==> src/rtl/stream_fifo_pkt_gate.sv <==
// Output-valid gating for the stream FIFO: counts buffered end-of-packet beats
// and holds back the head until a whole packet (or a full buffer) is present.
module stream_fifo_pkt_gate #(
   parameter int AW       = 4,
   parameter bit PKT_MODE = 1'b0
) (
   input  logic clk,
   input  logic rst,
   input  logic flush,
   input  logic push,
   input  logic push_last,
   input  logic pop,
   input  logic pop_last,
   input  logic empty,
   input  logic full,
   output logic m_valid
);

   localparam logic [AW:0] CNT_ONE  = (AW+1)'(1);
   localparam logic [AW:0] CNT_ZERO = '0;

   logic [AW:0] pkt_cnt;
   logic        cut_through;

   always_ff @(posedge clk or posedge rst) begin
      if (rst) begin
         pkt_cnt     <= CNT_ZERO;
         cut_through <= 1'b0;
      end else if (flush) begin
         pkt_cnt     <= CNT_ZERO;
         cut_through <= 1'b0;
      end else begin
         case ({push & push_last, pop & pop_last})
            2'b10:   pkt_cnt <= pkt_cnt + CNT_ONE;
            2'b01:   pkt_cnt <= pkt_cnt - CNT_ONE;
            default: pkt_cnt <= pkt_cnt;
         endcase
         // An oversize packet fills the buffer with no last stored; stream it
         // through until its last beat leaves, otherwise nothing could drain.
         if (pop && pop_last)
            cut_through <= 1'b0;
         else if (full && (pkt_cnt == CNT_ZERO))
            cut_through <= 1'b1;
      end
   end

   always_comb begin
      // NOTE: assigning a default first keeps this block free of inferred latches.
      m_valid = 1'b0;
      if (PKT_MODE)
         m_valid = !empty && ((pkt_cnt != CNT_ZERO) || full || cut_through);
      else
         m_valid = !empty;
   end

endmodule

==> src/rtl/stream_sync_fifo_pkt.sv <==
// Single-clock ready/valid FIFO with last flag, fill level, almost-full and an
// optional store-and-forward packet mode.
module stream_sync_fifo_pkt #(
   parameter int DW        = 8,
   parameter int AW        = 4,
   parameter int AF_THRESH = (1 << AW) - 2,
   parameter bit PKT_MODE  = 1'b0
) (
   input  logic          clk,
   input  logic          rst,
   input  logic          flush_i,
   input  logic [DW-1:0] stream_s_data_i,
   input  logic          stream_s_last_i,
   input  logic          stream_s_valid_i,
   output logic          stream_s_ready_o,
   output logic [DW-1:0] stream_m_data_o,
   output logic          stream_m_last_o,
   output logic          stream_m_valid_o,
   input  logic          stream_m_ready_i,
   output logic [AW:0]   level_o,
   output logic          almost_full_o
);

   localparam int          DEPTH   = 1 << AW;
   localparam logic [AW:0] PTR_ONE = (AW+1)'(1);
   localparam logic [AW:0] AF_LVL  = AF_THRESH[AW:0];

   logic [DW:0] mem [DEPTH];
   logic [AW:0] wr_ptr;
   logic [AW:0] rd_ptr;
   logic        empty;
   logic        full;
   logic        push;
   logic        pop;

   assign empty = (wr_ptr == rd_ptr);
   assign full  = (wr_ptr[AW] != rd_ptr[AW]) && (wr_ptr[AW-1:0] == rd_ptr[AW-1:0]);

   // No full-bypass: a pop while full frees the slot only for the next cycle.
   assign stream_s_ready_o = !full && !flush_i && !rst;
   assign push             = stream_s_valid_i && stream_s_ready_o;
   assign pop              = stream_m_valid_o && stream_m_ready_i && !flush_i;

   assign {stream_m_last_o, stream_m_data_o} = mem[rd_ptr[AW-1:0]];

   assign level_o       = wr_ptr - rd_ptr;
   assign almost_full_o = (level_o >= AF_LVL);

   always_ff @(posedge clk or posedge rst) begin
      // NOTE: sequential state uses non-blocking assignments so every register
      // samples pre-edge values regardless of statement order.
      if (rst) begin
         wr_ptr <= '0;
         rd_ptr <= '0;
      end else if (flush_i) begin
         rd_ptr <= wr_ptr;
      end else begin
         if (push) wr_ptr <= wr_ptr + PTR_ONE;
         if (pop)  rd_ptr <= rd_ptr + PTR_ONE;
      end
   end

   // NOTE: storage has no reset; contents are only observed behind a valid pointer.
   always_ff @(posedge clk) begin
      if (push)
         mem[wr_ptr[AW-1:0]] <= {stream_s_last_i, stream_s_data_i};
   end

   stream_fifo_pkt_gate #(
      .AW       (AW),
      .PKT_MODE (PKT_MODE)
   ) u_gate (
      .clk       (clk),
      .rst       (rst),
      .flush     (flush_i),
      .push      (push),
      .push_last (stream_s_last_i),
      .pop       (pop),
      .pop_last  (stream_m_last_o),
      .empty     (empty),
      .full      (full),
      .m_valid   (stream_m_valid_o)
   );

endmodule

==> config.mk <==
export PLATFORM = sky130hd
export DESIGN_NAME = stream_sync_fifo_pkt
export DESIGN_NICKNAME = d
export VERILOG_FILES = /design/src/rtl/stream_fifo_pkt_gate.sv /design/src/rtl/stream_sync_fifo_pkt.sv
export SDC_FILE = /design/constraint.sdc
export NUM_CORES = 1
export LEC_CHECK = 0
export CORE_AREA = 2 2 137 139
export CTS_CLUSTER_SIZE = 28
export DETAILED_ROUTE_END_ITERATION = 7
export DIE_AREA = 0 0 139 141
export SLEW_MARGIN = 20
export SYNTH_ARGS = -nofsm -noshare
export SYNTH_HDL_FRONTEND = slang
export SYNTH_HIERARCHICAL = 1
export SYNTH_SLANG_ARGS = --single-unit
==> constraint.sdc <==
create_clock -name clk -period 3.4 [get_ports clk]
set_clock_uncertainty 0.05 [all_clocks]
set_input_delay 0.68 -clock clk [delete_from_list [all_inputs] [get_ports clk]]
set_output_delay 0.68 -clock clk [all_outputs]
set_load 0.02 [all_outputs]
==> impl_metrics.csv, run 1 <==
group,metric,value,unit
status,status,"completed",
clock_tree,cts_tree,"done",
detailed_routing,drt_iter0_drc,309,
floorplan,core-area,0.0183,sq mm
finish,mostFrequentLayoutCells,"144 x edfxtp_1, 36 x mux4_2, 24 x clkdlybuf4s50_1",
clock_tree,numCtsBuffers,17,
clock_tree,cts-root-buf,"clkbuf_16",
worst_setup_path,critPathMaxFanout,19,
global_routing,gr-total-overflow,0,
timing,fmax,301,MHz
placed_design,post-place-ws,177,ps
placed_design,routabilityCongestion,0.709,
timing,fin_crit,3320,ps
detailed_routing,vias,3172,
global_routing,grt_pass1_wl,20300,microns
power_and_ir_drop,ir_worst_vdd,0.000930,V
logic_synthesis,ys_warn_count,6,
finish,final_common_cell,"edfxtp_1",
run,cap_violations,0,
timing,finalWorstSetupSlack,80.1,ps
finish,finalNonFillerCells,626,
finish,area.growth.synth_to_final,22.7,%
clock_tree,cts.sinks,154,
global_routing,grt.total_usage,0.143,
placed_design,hpwl,8070,microns
detailed_routing,wire_per_inst,21.2,microns
timing,rsz0062_at_grt,"yes",
timing,setup_tns,0,ps
placed_design,port-buffer-count,30,
finish,utilization,0.420,
clock_tree,h-tree-depth,4,
global_routing,antenna_found_initial,0,
floorplan,fp-row-count,50,
timing,report.final.slew_viol_count,0,
floorplan,die_height,141,microns
timing,worst-slew-pin-transition,658,ps
finish,fin_nets,403,
detailed_routing,ant_nets,0,
worst_setup_path,crit_arrival,2590,ps
worst_setup_path,crit_path_end_kind,"primary output",
clock_tree,cts_buffer_depth,2,
detailed_routing,drt-total-wl,13200,microns
floorplan,ios,31,
floorplan,die_w,139,microns
timing,hold_violations,0,
timing,finalSetupViolations,0,
global_routing,grt_pass1_vias,3330,
worst_setup_path,worstSetupPathType,"reg2out",
timing,slew_headroom,0.561,
global_routing,grt_max_degree,40,
worst_setup_path,startpoint_type,"flip-flop",
floorplan,dieArea,0.0196,sq mm
min_path,hold_class,"reg2reg",
power_and_ir_drop,leakagePower,2.67,nW
detailed_routing,via_per_inst,5.07,
clock_tree,clk-insertion-delay-late,420,ps
logic_synthesis,syn_area_per_cell,19.8,sq um
power_and_ir_drop,cellPowerDensity,878,mW/mm^2
detailed_routing,drc_errors,0,
clock_tree,cts_hold_buf,0,
placed_design,dpl.cell_count,593,
worst_setup_path,worst-endpoint-required,2670,ps
finish,drive_above_1_share,0.255,
logic_synthesis,syn_inst,316,
finish,diodes,0,
detailed_routing,drtPass1Iterations,4,
clock_tree,clkTransAtPathRegs,60,ps
timing,fin_crit_sh,0.976,
floorplan,initial_core_util,0.342,
logic_synthesis,netlist_area,0.00625,sq mm
logic_synthesis,syn_nets,340,
==> what timing repair did <==
item | in CTS | in global routing
endpoints found under the setup margin | 5 | 9
gates resized for setup | 3 | 8
hold endpoints to repair | 0 | 0
cloned | 1 | 0
buffers inserted | 0 | 0
==> sequential cells by signal, summed over array words and instances, names as in the netlist <==
register	flops
wr_ptr	5
rd_ptr	5
mem	144
==> cell type report <==
cell class / instances / area, sq um
flip-flops and latches: 154 / 4580
repair buffers: 56 / 557
clock inverters: 15 / 224
fillers: 1630 / 10600
clock buffers: 17 / 425
well taps: 234 / 293
multi-input cells: 140 / 1550
inverters: 10 / 37.5
==> path summary, 6_finish.rpt <==
| path | start | endpoint | slack [ps] | depth (start not counted) |
|---|---|---|---|---|
| worst max-delay path | rd_ptr[0] | stream_m_data_o[4] | 80 | 5 |
| worst min-delay path | wr_ptr[4] | wr_ptr[4] | 450 | 1 |
| worst max register to register | rd_ptr[3] | mem[14][8] | 660 | 6 |
| worst min register to register | wr_ptr[4] | wr_ptr[4] | 450 | 1 |
| max in group asynchronous | rst | rd_ptr[0] | 2370 | 2 |
| min in group asynchronous | rst | rd_ptr[3] | 620 | 2 |
==> through the flow <==
step           hold WS, ps  cell area [sq um]  power [mW]
2_1_floorplan          431               6250        3.82
3_3_place_gp           449               6970        4.72
3_5_place_dp           448               6970        4.74
4_1_cts                459               7660        6.83
5_1_grt                502               7670        7.04
6_report               451               7670        6.73
==> metal layers <==
layer,vias up,share of wire,global-route usage
met1,1668,0.46,0.197
li1,1412,-,-
met3,10,0.048,0.0377
met5,-,0,0
met4,0,0.0093,0.0447
met2,82,0.48,0.223
==> critical path, cell delays in order (launching register included) <==
cell	delay, ps
dfrtp_2	440
bufbuf_16	370
mux4_2	530
a22oi_1	210
nand2_1	70
clkdlybuf4s50_1	540
==> report_power, final <==
group	internal, mW	total [mW]	switching [mW]
clock network	1.30	2.04	0.738
logic	1.16	2.43	1.27
registers	2.17	2.26	0.0871
total	4.63	6.73	2.10
Power figures use the tool's default switching activity.
==> inputs of run 2 (changes only) <==
--- a/config.mk
+++ b/config.mk
@@ -5,11 +5,11 @@
 export SDC_FILE = /design/constraint.sdc
 export NUM_CORES = 1
 export LEC_CHECK = 0
-export CORE_AREA = 2 2 137 139
+export CORE_AREA = 2 2 133 135
 export CTS_CLUSTER_SIZE = 28
 export DETAILED_ROUTE_END_ITERATION = 7
-export DIE_AREA = 0 0 139 141
-export SLEW_MARGIN = 20
+export DIE_AREA = 0 0 135 137
+export RECOVER_POWER = 25
 export SYNTH_ARGS = -nofsm -noshare
 export SYNTH_HDL_FRONTEND = slang
 export SYNTH_HIERARCHICAL = 1
==> run 2 against run 1 <==
  * Via count increased by 0.91%
  * Largest power group unchanged
  * Critical path depth up 1
  * Global-route usage is 1.2 points higher
  * Critical path type unchanged
  * Sequential share of layout area is 1.1 points higher
  * Worst setup slack better by 8.1 ps
  * Largest cell class unchanged
  * Worst hold slack improved by 25 ps
==> impl_metrics.csv, run 2 (synthesized netlist as in run 1, its figures left out) <==
group,metric,value,unit
status,status,"completed",
floorplan,core-area,0.0171,sq mm
placed_design,dpl.cell_count,583,
placed_design,post-place-ws,146,ps
timing,slew_headroom,0.544,
global_routing,grt_max_degree,40,
detailed_routing,drt_iter0_drc,305,
timing,hold_violations,0,
timing,rsz0062_at_grt,"yes",
detailed_routing,drt-total-wl,13500,microns
clock_tree,h-tree-depth,4,
detailed_routing,drtPass1Iterations,4,
floorplan,fp-row-count,48,
clock_tree,numCtsBuffers,17,
worst_setup_path,worst-endpoint-required,2670,ps
worst_setup_path,critPathMaxFanout,7,
run,cap_violations,0,
finish,area.growth.synth_to_final,20.5,%
finish,fin_nets,402,
clock_tree,cts_hold_buf,0,
global_routing,grt.total_usage,0.155,
global_routing,grt_pass1_wl,20200,microns
finish,final_common_cell,"edfxtp_1",
finish,finalNonFillerCells,614,
power_and_ir_drop,cellPowerDensity,854,mW/mm^2
timing,fmax,302,MHz
timing,worst-slew-pin-transition,684,ps
finish,largest_reg_flops,144,
clock_tree,cts_tree,"done",
placed_design,hpwl,8270,microns
finish,diodes,0,
floorplan,initial_core_util,0.366,
floorplan,die_w,135,microns
power_and_ir_drop,leakagePower,2.58,nW
timing,setup_tns,0,ps
detailed_routing,vias,3201,
global_routing,antenna_found_initial,0,
floorplan,dieArea,0.0185,sq mm
timing,fin_crit,3310,ps
finish,drive_above_1_share,0.242,
detailed_routing,wire_per_inst,22.0,microns
finish,fillers,1479,
min_path,hold_class,"reg2reg",
detailed_routing,via_per_inst,5.21,
finish,mostFrequentLayoutCells,"144 x edfxtp_1, 36 x mux4_2, 23 x buf_4",
placed_design,routabilityCongestion,0.763,
global_routing,gr-total-overflow,0,
detailed_routing,ant_nets,0,
worst_setup_path,startpoint_type,"flip-flop",
worst_setup_path,crit_path_end_kind,"primary output",
floorplan,ios,31,
worst_setup_path,crit_arrival,2580,ps
timing,fin_crit_sh,0.974,
finish,utilization,0.441,
global_routing,grt_pass1_vias,3401,
clock_tree,cts.sinks,154,
floorplan,die_height,137,microns
clock_tree,clkTransAtPathRegs,60,ps
detailed_routing,drc_errors,0,
timing,finalWorstSetupSlack,88.2,ps
worst_setup_path,worstSetupPathType,"reg2out",
timing,finalSetupViolations,0,
clock_tree,cts_buffer_depth,2,
timing,report.final.slew_viol_count,0,
power_and_ir_drop,finalPower,6.43,mW
clock_tree,cts-root-buf,"clkbuf_16",
placed_design,port-buffer-count,30,
clock_tree,clk-insertion-delay-late,410,ps
power_and_ir_drop,ir_worst_vdd,0.00123,V
## run 2: cell types whose count changed in the layout (fill, tap and decap cells not counted), moves of 3 or more
cell,before,now
clkinv_1,2,6
dlygate4sd3_1,0,7
clkdlybuf4s50_1,24,21
bufinv_16,5,2
clkinvlp_4,4,1
dlymetal6s2s_1,4,0
## run 2: path summary, 6_finish.rpt
check	startpoint	to	slack [ps]	depth (start not counted)
worst max-delay path	wr_ptr[1]	level_o[3]	90	6
worst min-delay path	wr_ptr[4]	wr_ptr[4]	480	1
worst max register to register	rd_ptr[2]	mem[10][8]	620	6
worst min register to register	wr_ptr[4]	wr_ptr[4]	480	1
max in group asynchronous	rst	rd_ptr[0]	2270	2
min in group asynchronous	rst	rd_ptr[1]	720	2
## run 2: per-stage QoR
| step | hold WS [ps] | instance area (sq um) |
|---|---|---|
| 3_3_place_gp | 462 | 6950 |
| 4_1_cts | 470 | 7490 |
| 3_5_place_dp | 455 | 6950 |
| 5_1_grt | 506 | 7520 |
| 6_report | 476 | 7520 |
| 2_1_floorplan | 431 | 6250 |
## run 2: cell type report
class,instances,area (sq um),area share
sequential,154,4580,0.608
timing repair buffer,55,526,0.0698
multi-input combinational,140,1560,0.208
clock inverter,11,106,0.0141
inverter,10,40.0,0.00532
clock buffer,19,433,0.0575
tap,225,282,0.0374
## run 2: critical path: stages (launching register included)
cell,delay (ps)
dfrtp_1,480
ha_1,340
nor2b_1,130
o21a_1,170
or3_1,330
and2_1,170
clkdlybuf4s50_1,530
## run 2: per-layer routing
| layer | wire, microns | vias to the layer above | track usage |
|---|---|---|---|
| met4 | 234 | 0 | 0.0608 |
| met1 | 5910 | 1710 | 0.199 |
| met2 | 6880 | 70 | 0.260 |
| met5 | 0 | - | 0 |
| li1 | - | 1405 | - |
| met3 | 453 | 16 | 0.0311 |
## run 2: timing repair
item	4_1_cts	5_1_grt
setup endpoints to repair	2	10
resized for setup	4	5
gates cloned	0	1
setup buffers	0	0
## run 2: report_power, final
group	switching, mW	total (mW)	internal [mW]
Combinational	1.26	2.42	1.16
Clock	0.677	1.73	1.06
Sequential	0.0980	2.27	2.18
==> inputs of run 3 (changes only) <==
--- a/config.mk
+++ b/config.mk
@@ -5,12 +5,11 @@
 export SDC_FILE = /design/constraint.sdc
 export NUM_CORES = 1
 export LEC_CHECK = 0
-export CORE_AREA = 2 2 133 135
+export CORE_AREA = 2 2 134 136
 export CTS_CLUSTER_SIZE = 28
 export DETAILED_ROUTE_END_ITERATION = 7
-export DIE_AREA = 0 0 135 137
+export DIE_AREA = 0 0 136 138
 export RECOVER_POWER = 25
 export SYNTH_ARGS = -nofsm -noshare
 export SYNTH_HDL_FRONTEND = slang
-export SYNTH_HIERARCHICAL = 1
 export SYNTH_SLANG_ARGS = --single-unit
==> run 3 against run 2 <==
  * Die area rose by 1.5%
  * Clock-buffer cell count fell by 2
  * Worst hold slack gained 16 ps
  * Global-route usage shrank 1.3 points
  * Highest routed layer unchanged
  * Core utilization down 0.44 points
  * Final cell count rose by 0.98%
  * Wire length decreased by 8.5%
  * Largest cell class unchanged
==> impl_metrics.csv, run 3 <==
group,metric,value,unit
timing,slew_headroom,0.590,
clock_tree,cts_buffer_depth,2,
logic_synthesis,ys_async_sr_fraction,0.0649,
logic_synthesis,syn_area_per_cell,19.9,sq um
floorplan,die_height,138,microns
logic_synthesis,synth_common_cells,"144 x edfxtp_1, 28 x mux4_2, 16 x nor2_1, 10 x dfrtp_1",
clock_tree,cts_tree,"done",
logic_synthesis,syn_nets,340,
logic_synthesis,synth_top_area_frac,0.689,
timing,setup_tns,0,ps
worst_setup_path,worstSetupPathType,"reg2out",
logic_synthesis,yosys.area.top_type,"edfxtp_1",
timing,rsz0062_at_grt,"no",
floorplan,ios,31,
detailed_routing,drc_errors,0,
global_routing,grt.total_usage,0.142,
clock_tree,cts-root-buf,"clkbuf_16",
worst_setup_path,crit_path_end_kind,"primary output",
detailed_routing,drtPass1Iterations,4,
logic_synthesis,synthFlopType,"edfxtp_1",
worst_setup_path,slowest_stage,"clkdlybuf4s50_1",
timing,worst-slew-pin-transition,615,ps
finish,mostFrequentLayoutCells,"144 x edfxtp_1, 28 x mux4_2, 25 x buf_4",
power_and_ir_drop,finalPower,6.47,mW
detailed_routing,drt-total-wl,12300,microns
detailed_routing,wire_per_inst,19.9,microns
finish,fin_nets,402,
power_and_ir_drop,cellPowerDensity,845,mW/mm^2
worst_setup_path,path_cells,"ha_1 > nor2b_1 > o21a_1 > or3_1 > and2_1 > clkdlybuf4s50_1",
timing,report.final.slew_viol_count,0,
detailed_routing,ant_nets,0,
power_and_ir_drop,leakagePower,2.63,nW
worst_setup_path,worst-endpoint-required,2670,ps
min_path,hold_class,"reg2reg",
clock_tree,cts.sinks,154,
logic_synthesis,yosysSeqAreaShare,0.729,
detailed_routing,drt_iter0_drc,300,
floorplan,core-area,0.0175,sq mm
logic_synthesis,ys_types,41,
clock_tree,numCtsBuffers,17,
clock_tree,cts_hold_buf,0,
logic_synthesis,syn_inst,316,
global_routing,gr-total-overflow,0,
global_routing,antenna_found_initial,0,
worst_setup_path,critPathMaxFanout,7,
finish,largest_reg_flops,144,
timing,hold_violations,0,
detailed_routing,vias,3187,
global_routing,grt_max_degree,21,
timing,fmax,302,MHz
floorplan,die_w,136,microns
timing,finalSetupViolations,0,
clock_tree,h-tree-depth,4,
logic_synthesis,netlist_area,0.00628,sq mm
status,status,"completed",
floorplan,fp-row-count,49,
finish,area.growth.synth_to_final,22.0,%
detailed_routing,via_per_inst,5.14,
placed_design,routabilityCongestion,0.772,
timing,fin_crit_sh,0.973,
clock_tree,clkTransAtPathRegs,60,ps
logic_synthesis,ys_seq_elements,154,
timing,fin_crit,3310,ps
logic_synthesis,synth_area_leaders,"edfxtp_1 69%, mux4_2 10%, dfrtp_1 4.0%",
floorplan,dieArea,0.0188,sq mm
finish,diodes,0,
logic_synthesis,ys_warn_count,0,
global_routing,grt_pass1_vias,3242,
placed_design,hpwl,7790,microns
clock_tree,clk-insertion-delay-late,410,ps
finish,drive_above_1_share,0.240,
logic_synthesis,synth.most_common_cell,"edfxtp_1",
global_routing,grt_pass1_wl,19100,microns
logic_synthesis,synth_edf_count,144,
finish,final_common_cell,"edfxtp_1",
worst_setup_path,crit_arrival,2580,ps
worst_setup_path,cpPeakStageDelay,530,ps
placed_design,port-buffer-count,30,
run,cap_violations,0,
worst_setup_path,startpoint_type,"flip-flop",
floorplan,initial_core_util,0.358,
power_and_ir_drop,ir_worst_vdd,0.000369,V
worst_setup_path,r2r_slack,960,ps
## run 3: what timing repair did
action / 4_1_cts / 5_1_grt
cloned: 2 / 0
endpoints found under the setup margin: 11 / 5
buffers inserted: 0 / 1
pin swaps: 0 / 0
resized for setup: 9 / 6
## run 3: cells by family after synthesis
kind of cell | count (synthesis) | share of synthesized area
AOI/OAI and AO/OA | 36 | 0.0460
xor gates and xnor gates | 10 | 0.0140
adders and majority gates | 10 | 0.0211
buffers and inverters | 24 | 0.0193
DFF | 154 | 0.729
muxes | 37 | 0.136
and+or+nand+nor | 45 | 0.0351
## run 3: area by class of cell
class                           count  area [sq um]
Timing Repair Buffer               58           567
Fill cell                        1554          9880
Inverter                            9          33.8
Clock inverter                     15           181
Sequential cell                   154          4580
Clock buffer                       17           425
Tap cell                          229           287
Multi-Input combinational cell    138          1590
## run 3: per-stage QoR
step           setup slack (ps)  utilization  std cells  area, sq um  hold slack, ps
2_1_floorplan              86.1            -        316         6280             470
3_3_place_gp                301        0.398        585         6980             508
3_5_place_dp                222        0.398        585         6980             518
4_1_cts                    10.1        0.436        619         7640             530
5_1_grt                    2.20        0.437        620         7660             529
6_report                   92.1        0.437        620         7660             492
## run 3: final timing paths
check | start | to | cells after the start
worst min register to register | wr_ptr[0] | wr_ptr[0] | 1
worst min-delay path | wr_ptr[0] | wr_ptr[0] | 1
max in group asynchronous | rst | rd_ptr[1] | 2
worst max-delay path | wr_ptr[1] | level_o[3] | 6
min in group asynchronous | rst | wr_ptr[1] | 2
worst max register to register | wr_ptr[3] | mem[11][6] | 5
## run 3: power by group
group          switching [mW]  leakage, nW  internal (mW)
clock network           0.790        0.296           1.11
registers              0.0858         1.42           2.17
logic                    1.18        0.917           1.13
## run 3: routing by layer
metal	share of wire	routed length, microns	vias to the layer above	GRT usage
met4	0.0083	102	0	0.0543
met2	0.50	6170	80	0.222
met5	0	0	-	0
li1	-	-	1436	-
met1	0.45	5540	1666	0.192
met3	0.043	531	5	0.0345
## run 3: worst max-delay path, delay by kind of cell (launching register included)
family,cells,cell delay (ps)
and+or+nand+nor,3,630
buffers and inverters,1,530
DFF,1,480
adders and majority gates,1,360
AOI/OAI and AO/OA,1,170
